### src/rtl/rbcp_pkg.sv
// Shared RBCP widths, status window offset and state/decode enums for the
// RBCP register responder.
package rbcp_pkg;

  localparam int RBCP_ADDR_W = 32;
  localparam int RBCP_DATA_W = 8;
  localparam int IDX_W       = 7;

  localparam logic [RBCP_ADDR_W-1:0] STAT_OFFSET = 32'h80;

  typedef enum logic [1:0] {
    IDLE,
    DECODE,
    RESP
  } state_e;

  typedef enum logic [1:0] {
    HIT_RW,
    HIT_RO,
    MISS
  } decode_e;

endpackage

### src/rtl/rbcp_addr_decode.sv
// Combinational RBCP window decode: classifies a latched address as control
// register, status byte or miss, and returns the index inside that bank.
module rbcp_addr_decode
  import rbcp_pkg::*;
#(
  parameter logic [RBCP_ADDR_W-1:0] BASE_ADDR = '0,
  parameter int                     NUM_REGS  = 16,
  parameter int                     NUM_STAT  = 8
) (
  input  logic [RBCP_ADDR_W-1:0] addr_i,
  output decode_e                region_o,
  output logic [IDX_W-1:0]       index_o
);

  logic [RBCP_ADDR_W-1:0] off;

  // Offset wraps, so addresses below BASE_ADDR land far out of range.
  // NOTE: every always_comb output gets a default first so no path infers a latch.
  always_comb begin
    off      = addr_i - BASE_ADDR;
    region_o = MISS;
    index_o  = '0;
    if (off < RBCP_ADDR_W'(NUM_REGS)) begin
      region_o = HIT_RW;
      index_o  = off[IDX_W-1:0];
    end else if ((off >= STAT_OFFSET) &&
                 (off < STAT_OFFSET + RBCP_ADDR_W'(NUM_STAT))) begin
      region_o = HIT_RO;
      index_o  = IDX_W'(off - STAT_OFFSET);
    end
  end

endmodule

### src/rtl/rbcp_reg_responder.sv
// RBCP responder: host-writable control bank plus read-only status bytes.
// Define RBCP_REG_WSTB_EN to build the per-register write strobes on REG_WSTB.
module rbcp_reg_responder
  import rbcp_pkg::*;
#(
  parameter logic [RBCP_ADDR_W-1:0]    BASE_ADDR = 32'h0000_0000,
  parameter int                        NUM_REGS  = 16,
  parameter int                        NUM_STAT  = 8,
  parameter logic [NUM_REGS*8-1:0]     RESET_VAL = '0
) (
  input  logic                         CLK,
  input  logic                         RST,
  input  logic                         RBCP_ACT,
  input  logic [RBCP_ADDR_W-1:0]       RBCP_ADDR,
  input  logic [RBCP_DATA_W-1:0]       RBCP_WD,
  input  logic                         RBCP_WE,
  input  logic                         RBCP_RE,
  output logic                         RBCP_ACK,
  output logic [RBCP_DATA_W-1:0]       RBCP_RD,
  output logic [NUM_REGS*8-1:0]        REG_OUT,
  input  logic [NUM_STAT*8-1:0]        STAT_IN,
  output logic [NUM_REGS-1:0]          REG_WSTB
);

  state_e                   state_q;
  logic [RBCP_ADDR_W-1:0]   addr_q;
  logic [RBCP_DATA_W-1:0]   wd_q;
  logic                     write_q;
  logic                     ack_q;
  logic [RBCP_DATA_W-1:0]   rd_q;
  logic [NUM_REGS*8-1:0]    reg_q;

  decode_e                  region;
  logic [IDX_W-1:0]         index;
  logic [RBCP_DATA_W-1:0]   rd_d;
  logic                     commit_wr;

  rbcp_addr_decode #(
    .BASE_ADDR (BASE_ADDR),
    .NUM_REGS  (NUM_REGS),
    .NUM_STAT  (NUM_STAT)
  ) u_decode (
    .addr_i   (addr_q),
    .region_o (region),
    .index_o  (index)
  );

  assign commit_wr = (state_q == DECODE) && write_q && (region == HIT_RW);

  // Status bytes are sampled here, in the DECODE cycle.
  always_comb begin
    rd_d = '0;
    if (!write_q && region == HIT_RW) begin
      for (int i = 0; i < NUM_REGS; i++)
        if (index == IDX_W'(i)) rd_d = reg_q[i*RBCP_DATA_W +: RBCP_DATA_W];
    end else if (!write_q && region == HIT_RO) begin
      for (int j = 0; j < NUM_STAT; j++)
        if (index == IDX_W'(j)) rd_d = STAT_IN[j*RBCP_DATA_W +: RBCP_DATA_W];
    end
  end

  // NOTE: state uses non-blocking assignments so every flop samples pre-edge values.
  always_ff @(posedge CLK) begin
    if (RST) begin
      state_q <= IDLE;
      addr_q  <= '0;
      wd_q    <= '0;
      write_q <= 1'b0;
      ack_q   <= 1'b0;
      rd_q    <= '0;
      // NOTE: the control bank is a flop array, so it reloads its image on reset.
      reg_q   <= RESET_VAL;
    end else begin
      case (state_q)
        IDLE: begin
          ack_q <= 1'b0;
          rd_q  <= '0;
          if (RBCP_ACT && (RBCP_WE ^ RBCP_RE)) begin
            addr_q  <= RBCP_ADDR;
            wd_q    <= RBCP_WD;
            write_q <= RBCP_WE;
            state_q <= DECODE;
          end
        end
        DECODE: begin
          // The write commits even if ACT drops in this cycle.
          if (commit_wr) begin
            for (int i = 0; i < NUM_REGS; i++)
              if (index == IDX_W'(i)) reg_q[i*RBCP_DATA_W +: RBCP_DATA_W] <= wd_q;
          end
          if (!RBCP_ACT || region == MISS) begin
            state_q <= IDLE;
          end else begin
            state_q <= RESP;
            ack_q   <= 1'b1;
            rd_q    <= rd_d;
          end
        end
        RESP: begin
          ack_q   <= 1'b0;
          rd_q    <= '0;
          state_q <= IDLE;
        end
        default: state_q <= IDLE;
      endcase
    end
  end

  // A host dropping ACT during the response cycle sees no acknowledge.
  assign RBCP_ACK = ack_q & RBCP_ACT;
  assign RBCP_RD  = rd_q;
  assign REG_OUT  = reg_q;

`ifdef RBCP_REG_WSTB_EN
  logic [NUM_REGS-1:0] wstb_q;

  always_ff @(posedge CLK) begin
    if (RST)                        wstb_q <= '0;
    else if (commit_wr && RBCP_ACT) wstb_q <= NUM_REGS'(1) << index;
    else                            wstb_q <= '0;
  end

  assign REG_WSTB = wstb_q & {NUM_REGS{RBCP_ACT}};
`else
  assign REG_WSTB = '0;
`endif

endmodule

### config.mk
export PLATFORM = sky130hd
export DESIGN_NAME = rbcp_reg_responder
export DESIGN_NICKNAME = d
export VERILOG_FILES = /design/src/rtl/rbcp_pkg.sv /design/src/rtl/rbcp_addr_decode.sv /design/src/rtl/rbcp_reg_responder.sv
export SDC_FILE = /design/constraint.sdc
export NUM_CORES = 1
export LEC_CHECK = 0
export CAP_MARGIN = 20
export CORE_UTILIZATION = 30
export DETAILED_ROUTE_END_ITERATION = 16
export PLACE_DENSITY_LB_ADDON = 0.3
export REMOVE_ABC_BUFFERS = 1
export SETUP_SLACK_MARGIN = 0.2
export SYNTH_ARGS = -nofsm -noshare
export SYNTH_HDL_FRONTEND = slang
export SYNTH_HIERARCHICAL = 1
export SYNTH_SLANG_ARGS = --single-unit
### constraint.sdc
create_clock -name CLK -period 6.6 [get_ports CLK]
set_input_delay 1.32 -clock CLK [delete_from_list [all_inputs] [get_ports CLK]]
set_output_delay 1.32 -clock CLK [all_outputs]
set_load 0.05 [all_outputs]
## Word-level counts from Yosys, hierarchy flattened

Index checks and enable logic that the tools add are counted.

| storage, ports and cells | value |
|---|---|
| bits of input ports | 109 |
| output and inout port bits | 153 |
| word-level logic and storage cells | 118 |
| flip-flop bits (word level) | 180 |

| cells by class | value |
|---|---|
| bitwise logic cells | 2 |
| equal/unequal tests | 21 |
| reduce and logical (&&, ||, !) cells | 32 |
| add/subtract/negate cells | 1 |
| muxes and demuxes | 37 |
| magnitude comparators | 3 |

Operators with widths:

| cell | count |
|---|---|
| $mux W8 | 27 |
| $eq A7 B4 Y1 const B | 8 |
| $reduce_and A3 Y1 | 16 |
| $ge A32 B8 Y1 const B | 1 |
| $lt A32 B5 Y1 const B | 1 |
| $lt A32 B8 Y1 const B | 1 |
| $eq A7 B3 Y1 const B | 4 |
| $pmux W8 S2 | 1 |
| $eq A7 B2 Y1 const B | 2 |
| $mux W7 | 2 |
| $mux W2 | 4 |
| $eq A7 B1 Y1 const B | 1 |
| $logic_not A7 Y1 | 1 |
| $sub A7 B1 Y7 const B | 1 |
| $logic_and A1 B1 Y1 | 6 |
| $eq A2 B1 Y1 const B | 2 |
| $eq A2 B2 Y1 const B | 2 |
| $logic_not A2 Y1 | 2 |
| $ne A2 B2 Y1 const B | 2 |
| $pmux W2 S2 | 1 |
| $reduce_and A2 Y1 | 2 |
| $logic_not A1 Y1 | 2 |
| $pmux W1 S2 | 1 |
| $reduce_bool A2 Y1 | 1 |
| 5 further kinds | 5 |

## Depth between registers and ports, before layout

| depth | value |
|---|---|
| depth after elaboration | 24 |
| mapped depth | 12 |
| gate-level depth less buffers | 9 |

## Hierarchy

The synthesis kept the hierarchy.

Modules (own cells, without submodules):

| module | instances | area an instance (um^2) | sequential area each (um^2) | cells each |
|---|---|---|---|---|
| rbcp_reg_responder | 1 | 8722.1 | 3603.5 | 1080 |
| rbcp_addr_decode | 1 | 147.6 | 0.0 | 26 |

## Least setup slack after synthesis

Ideal clock, no wire load.

| timing path | value |
|---|---|
| path type | in2out |
| start point | in RBCP_ACT |
| end point | out RBCP_ACK |
| cell stages on the path | 1 |
| setup slack | 3.548 ns |
| arrival time | 1.732 ns |
| buffers on the path | 0 |
| required time | 5.280 ns |
| path through | and2_1 |

| on the way | value |
|---|---|
| cells in the longest elaborated chain, start to end | 1 |

RTL lines:

| element | RTL line | source |
|---|---|---|
| from (decl) | rbcp_reg_responder.sv:13 | `input logic RBCP_ACT,` |
| $and A1 B1 Y1 | rbcp_reg_responder.sv:110 | `assign RBCP_ACK = ack_q & RBCP_ACT;` |
| to (decl) | rbcp_reg_responder.sv:18 | `output logic RBCP_ACK,` |

No other way between the ends.

## Worst setup path in the final report

| timing path | value |
|---|---|
| start point | reg addr_q[15] |
| end point | reg rd_q[7], in the netlist RBCP_RD[7] |

| on the way | value |
|---|---|
| cells in the longest elaborated chain, start to end | 24 |
| elaborated cells on any way between the ends | 60 |
| classes of those cells | order compare (3); eq/ne (18); mux (32); reduce/logical (7) |

RTL lines:

| element | RTL line | source |
|---|---|---|
| from (decl) | rbcp_reg_responder.sv:26 | `logic [RBCP_ADDR_W-1:0] addr_q;` |
| from (signal assigned) | rbcp_reg_responder.sv:66 | `addr_q <= '0;` |
| from (signal assigned) | rbcp_reg_responder.sv:79 | `addr_q <= RBCP_ADDR;` |
| $ge A32 B8 Y1 / $lt A32 B8 Y1 (equally long branches) | rbcp_addr_decode.sv:26, rbcp_addr_decode.sv:27 |  |
| $logic_and A1 B1 Y1 | rbcp_addr_decode.sv:26 | `end else if ((off >= STAT_OFFSET) &&` |
| $mux W7 | rbcp_addr_decode.sv:26 |  |
| $mux W7 (*) | rbcp_addr_decode.sv:23 | `if (off < RBCP_ADDR_W'(NUM_REGS)) begin` |
| via index[1] | rbcp_reg_responder.sv:34 | `logic [IDX_W-1:0] index;` |
| $logic_not A7 Y1 | rbcp_reg_responder.sv:55, rbcp_reg_responder.sv:58 |  |
| $mux W8 (16 in series) | rbcp_reg_responder.sv:55 | `if (index == IDX_W'(i)) rd_d = reg_q[i*RBCP_DATA_W +: RBCP_DATA_W];` |
| $mux W8 (*) | rbcp_reg_responder.sv:53 | `if (!write_q && region == HIT_RW) begin` |
| $mux W8 (*) | rbcp_reg_responder.sv:91 | `if (!RBCP_ACT \|\| region == MISS) begin` |
| $pmux W8 S2 (*) | rbcp_reg_responder.sv:74 | `case (state_q)` |
| to (signal assigned) | rbcp_reg_responder.sv:96 | `rd_q <= rd_d;` |
| to (decl) | rbcp_reg_responder.sv:30 | `logic [RBCP_DATA_W-1:0] rd_q;` |

The timed path passes the listed nets; every way through them passes the cells marked *. The select of a mux whose other input is x is not followed.
A chain may end at the register's enable or synchronous reset.

==> impl_metrics.ini <==
[run_status]
status = complete, no violations

[grt]
grt_usage_pct = 24.8
grt_pass1_vias = 8787
grt_overflow = 0
antenna_found_initial = 0
grt_pass1_wl_um = 56200
grt_max_degree = 94

[placement]
dp.cells = 1660
port_buffers = 245
post-dp-hpwl_um = 28300
gp_congestion = 0.957
dp_slack_ns = 2.38
dpl_cell_area_um2 = 11500

[synth]
yosys.area.top_type = dfxtp_1
synth_compound_area_share_pct = 21.5
synth.distinct_cells = 73
synth_top_family_by_area = simple AND/OR/NAND/NOR gates
async_flop_share_pct = 0
synth_fa_ha_area_share_pct = 0
synth-xor-area-share_pct = 0.0987
synth_largest_type_area_fraction_pct = 40.6
syn-cell-area_um2 = 8870
syn_avg_cell_area_um2 = 8.02
synth_flop_cell = dfxtp_1
synth_area_leaders = dfxtp_1 41%, nand2_1 8.8%, a21oi_1 7.8%
yosys.area_share.simple_pct = 23.5
muxShareOfSynthArea_pct = 7.59
ys_seq_area_share_pct = 40.6
synth_edf_count = 0
yosys_warnings = 6
synth-seq-cells = 180
synth_cells = 1106

[worst_setup_path]
critPathKind = register to register
required_ns = 6.90
r2r-end = RBCP_RD[7]$_SDFFE_PP0P_
ff2ff_setup_slack_ns = 2.19
rr_worst_depth = 11
arrival_ns = 4.70
start_kind = register
path_max_fanout = 31
r2r-start = addr_q[15]$_SDFFE_PP0P_
end_kind = register
critPathLaunch = addr_q[15]$_SDFFE_PP0P_

[clock_tree]
cts_buffer_depth = 2
clk_pin_slew_ns = 0.07
htree_levels = 4
cts_tree = built
post_cts_buffers = 0
hold_buffers = 0
root_buffer = clkbuf_16
cts-resized-gates = 0
cts_made_buffers = 17
clk_latency_ns = 0.44
clock_sinks = 180

[route]
routed_wl_um = 38200
wl_per_cell_um = 22.6
drtPass1Iterations = 6
drt-initial-drc-count = 1121
ant_nets = 0
drc = 0
viasPerCell = 5.47
vias = 9253

[cells_and_area]
drive_gt1_share_pct = 8.18
nFillCells = 2912
layoutNonFillerInstCount = 1692
area_delta_synth_final_pct = 36.1
fin_area_um2 = 12100
nets = 1404
n_antenna_cell = 0

[sta]
tightest_slew_ns = 1.14
slew_headroom_pct = 23.8
final_max_slew_viol_count = 0
fmax_mhz = 227
grt_setup_unrepaired = false
skew_ns = 0.0130
holdWs_ns = 0.456
finalSetupTns_ns = 0
layout_setup_ws_ns = 2.19
period_minus_slack_ns = 4.41
period_share_pct = 66.8
hold_viol = 0
finalSetupViolCount = 0

[job]
drv_cap = 0

[die]
die_height_um = 174
core_um2 = 28900
dieArea_um2 = 30300
fp-row-count = 62
initial_utilization_pct = 30.7
die_w_um = 174
io_pins = 262

[min_path]
min_to = addr_q[15]$_SDFFE_PP0P_
hp-class = register to register
hp-start = addr_q[15]$_SDFFE_PP0P_
min_path_cells = 2

[power]
leakagePower_nw = 3.82
powerDensity_nw_per_um2 = 201
ir_worst_vdd_mv = 0.170
==> state kept, by name (all words and copies together) (netlist names) <==
register,count
write_q,1
ack_q,1
REG_OUT,128
state_q,2
RBCP_RD,8
wd_q,8
addr_q,32
==> power by group <==
group | internal [mW] | switching (mW) | total, mW
Combinational | 0.0923 | 0.131 | 0.223
Clock | 0.579 | 0.494 | 1.07
Sequential | 1.10 | 0.0300 | 1.13
==> cells in the mapped netlist, types with 6 or more instances <==
master,count
nor2b_1,7
clkbuf_1,65
a32oi_1,6
buf_6,6
nand4_1,6
nor2_2,10
mux2i_1,65
a22oi_1,13
dfxtp_1,180
nor3_2,11
or3_1,6
nand3_1,33
a211oi_1,9
nor3_1,13
nand2b_1,8
o211ai_1,7
nor2_1,79
a221oi_1,9
o221ai_1,6
nand2_1,208
o22ai_1,12
buf_4,21
nor4_1,12
a21oi_1,139
o21ai_0,70
buf_2,17
==> kinds of logic after synthesis <==
kind of cell,count (synthesis)
multiplexers,67
buffers and inverters,115
AO/OA/AOI/OAI,312
XOR/XNOR,1
AND/OR/NAND/NOR,429
flip-flops,180
other,2
==> cell usage in the layout, fill, tap and decap left out, types with 5 or more instances in the layout <==
| cell | n |
|---|---|
| nor2_1 | 79 |
| a22oi_1 | 13 |
| nor3_1 | 8 |
| dfxtp_1 | 180 |
| or3_1 | 6 |
| nand4_1 | 6 |
| inv_6 | 5 |
| mux2i_1 | 65 |
| a31oi_1 | 5 |
| nor2b_1 | 7 |
| nand2_1 | 208 |
| a21oi_1 | 139 |
| a221oi_1 | 9 |
| o21ai_0 | 70 |
| a211oi_1 | 9 |
| nor4_1 | 12 |
| nor3_2 | 16 |
| clkbuf_16 | 17 |
| nor2_2 | 10 |
| nand2b_1 | 8 |
| o211ai_1 | 7 |
| o221ai_1 | 6 |
| nand3_1 | 33 |
| conb_1 | 19 |
| nor3_4 | 5 |
| a32oi_1 | 6 |
| clkdlybuf4s50_1 | 244 |
| buf_4 | 17 |
| a221o_1 | 5 |
| o22ai_1 | 12 |
==> per-layer routing <==
layer / GRT usage (%) / vias to the layer above / wire [um]
met4: 10.1 / 0 / 1370
met5: 0 / - / 0
met3: 6.12 / 90 / 3680
li1: - / 4291 / -
met1: 31.3 / 4338 / 15700
met2: 40.1 / 534 / 17500
==> through the flow <==
stage / power (mW) / utilization (%)
final: 2.43 / 41.8
after CTS: 2.43 / 41.8
after floorplan: 1.23 / -
after detailed placement: 1.37 / 39.7
after global routing: 2.49 / 41.8
after global placement: 1.37 / 39.6
==> worst max-delay path, stage by stage, from the launching register on <==
cell	delay [ns]
dfxtp_1	0.31
nor4_1	0.33
nand4_1	0.40
nor3_2	0.31
buf_4	0.35
nor3b_2	0.25
buf_4	0.24
nand3_1	0.80
o22ai_1	0.73
a21oi_1	0.10
o21ai_0	0.23
a32oi_1	0.19
==> worst max-delay path by stage <==
stage / to / slack [ns] / cells after the start
finish: RBCP_RD[7]$_SDFFE_PP0P_ / 2.19 / 11
global route: RBCP_RD[7]$_SDFFE_PP0P_ / 1.95 / 11
CTS: RBCP_RD[7]$_SDFFE_PP0P_ / 2.30 / 11
detailed placement: RBCP_RD[7]$_SDFFE_PP0P_ / 2.38 / 11
global placement: RBCP_RD[7]$_SDFFE_PP0P_ / 2.36 / 11
floorplan: RBCP_RD[6]$_SDFFE_PP0P_ / 1.88 / 9
==> layout make-up <==
| class | count | area (um^2) | area share (%) |
|---|---|---|---|
| Clock buffer | 21 | 480 | 3.98 |
| Clock inverter | 11 | 131 | 1.09 |
| Inverter | 4 | 15.0 | 0.124 |
| Multi-Input combinational cell | 828 | 4770 | 39.5 |
| Sequential cell | 180 | 3600 | 29.8 |
| Tap cell | 384 | 480 | 3.98 |
| Timing Repair Buffer | 264 | 2590 | 21.5 |
No activity file was read; power rests on OpenSTA's default activity.
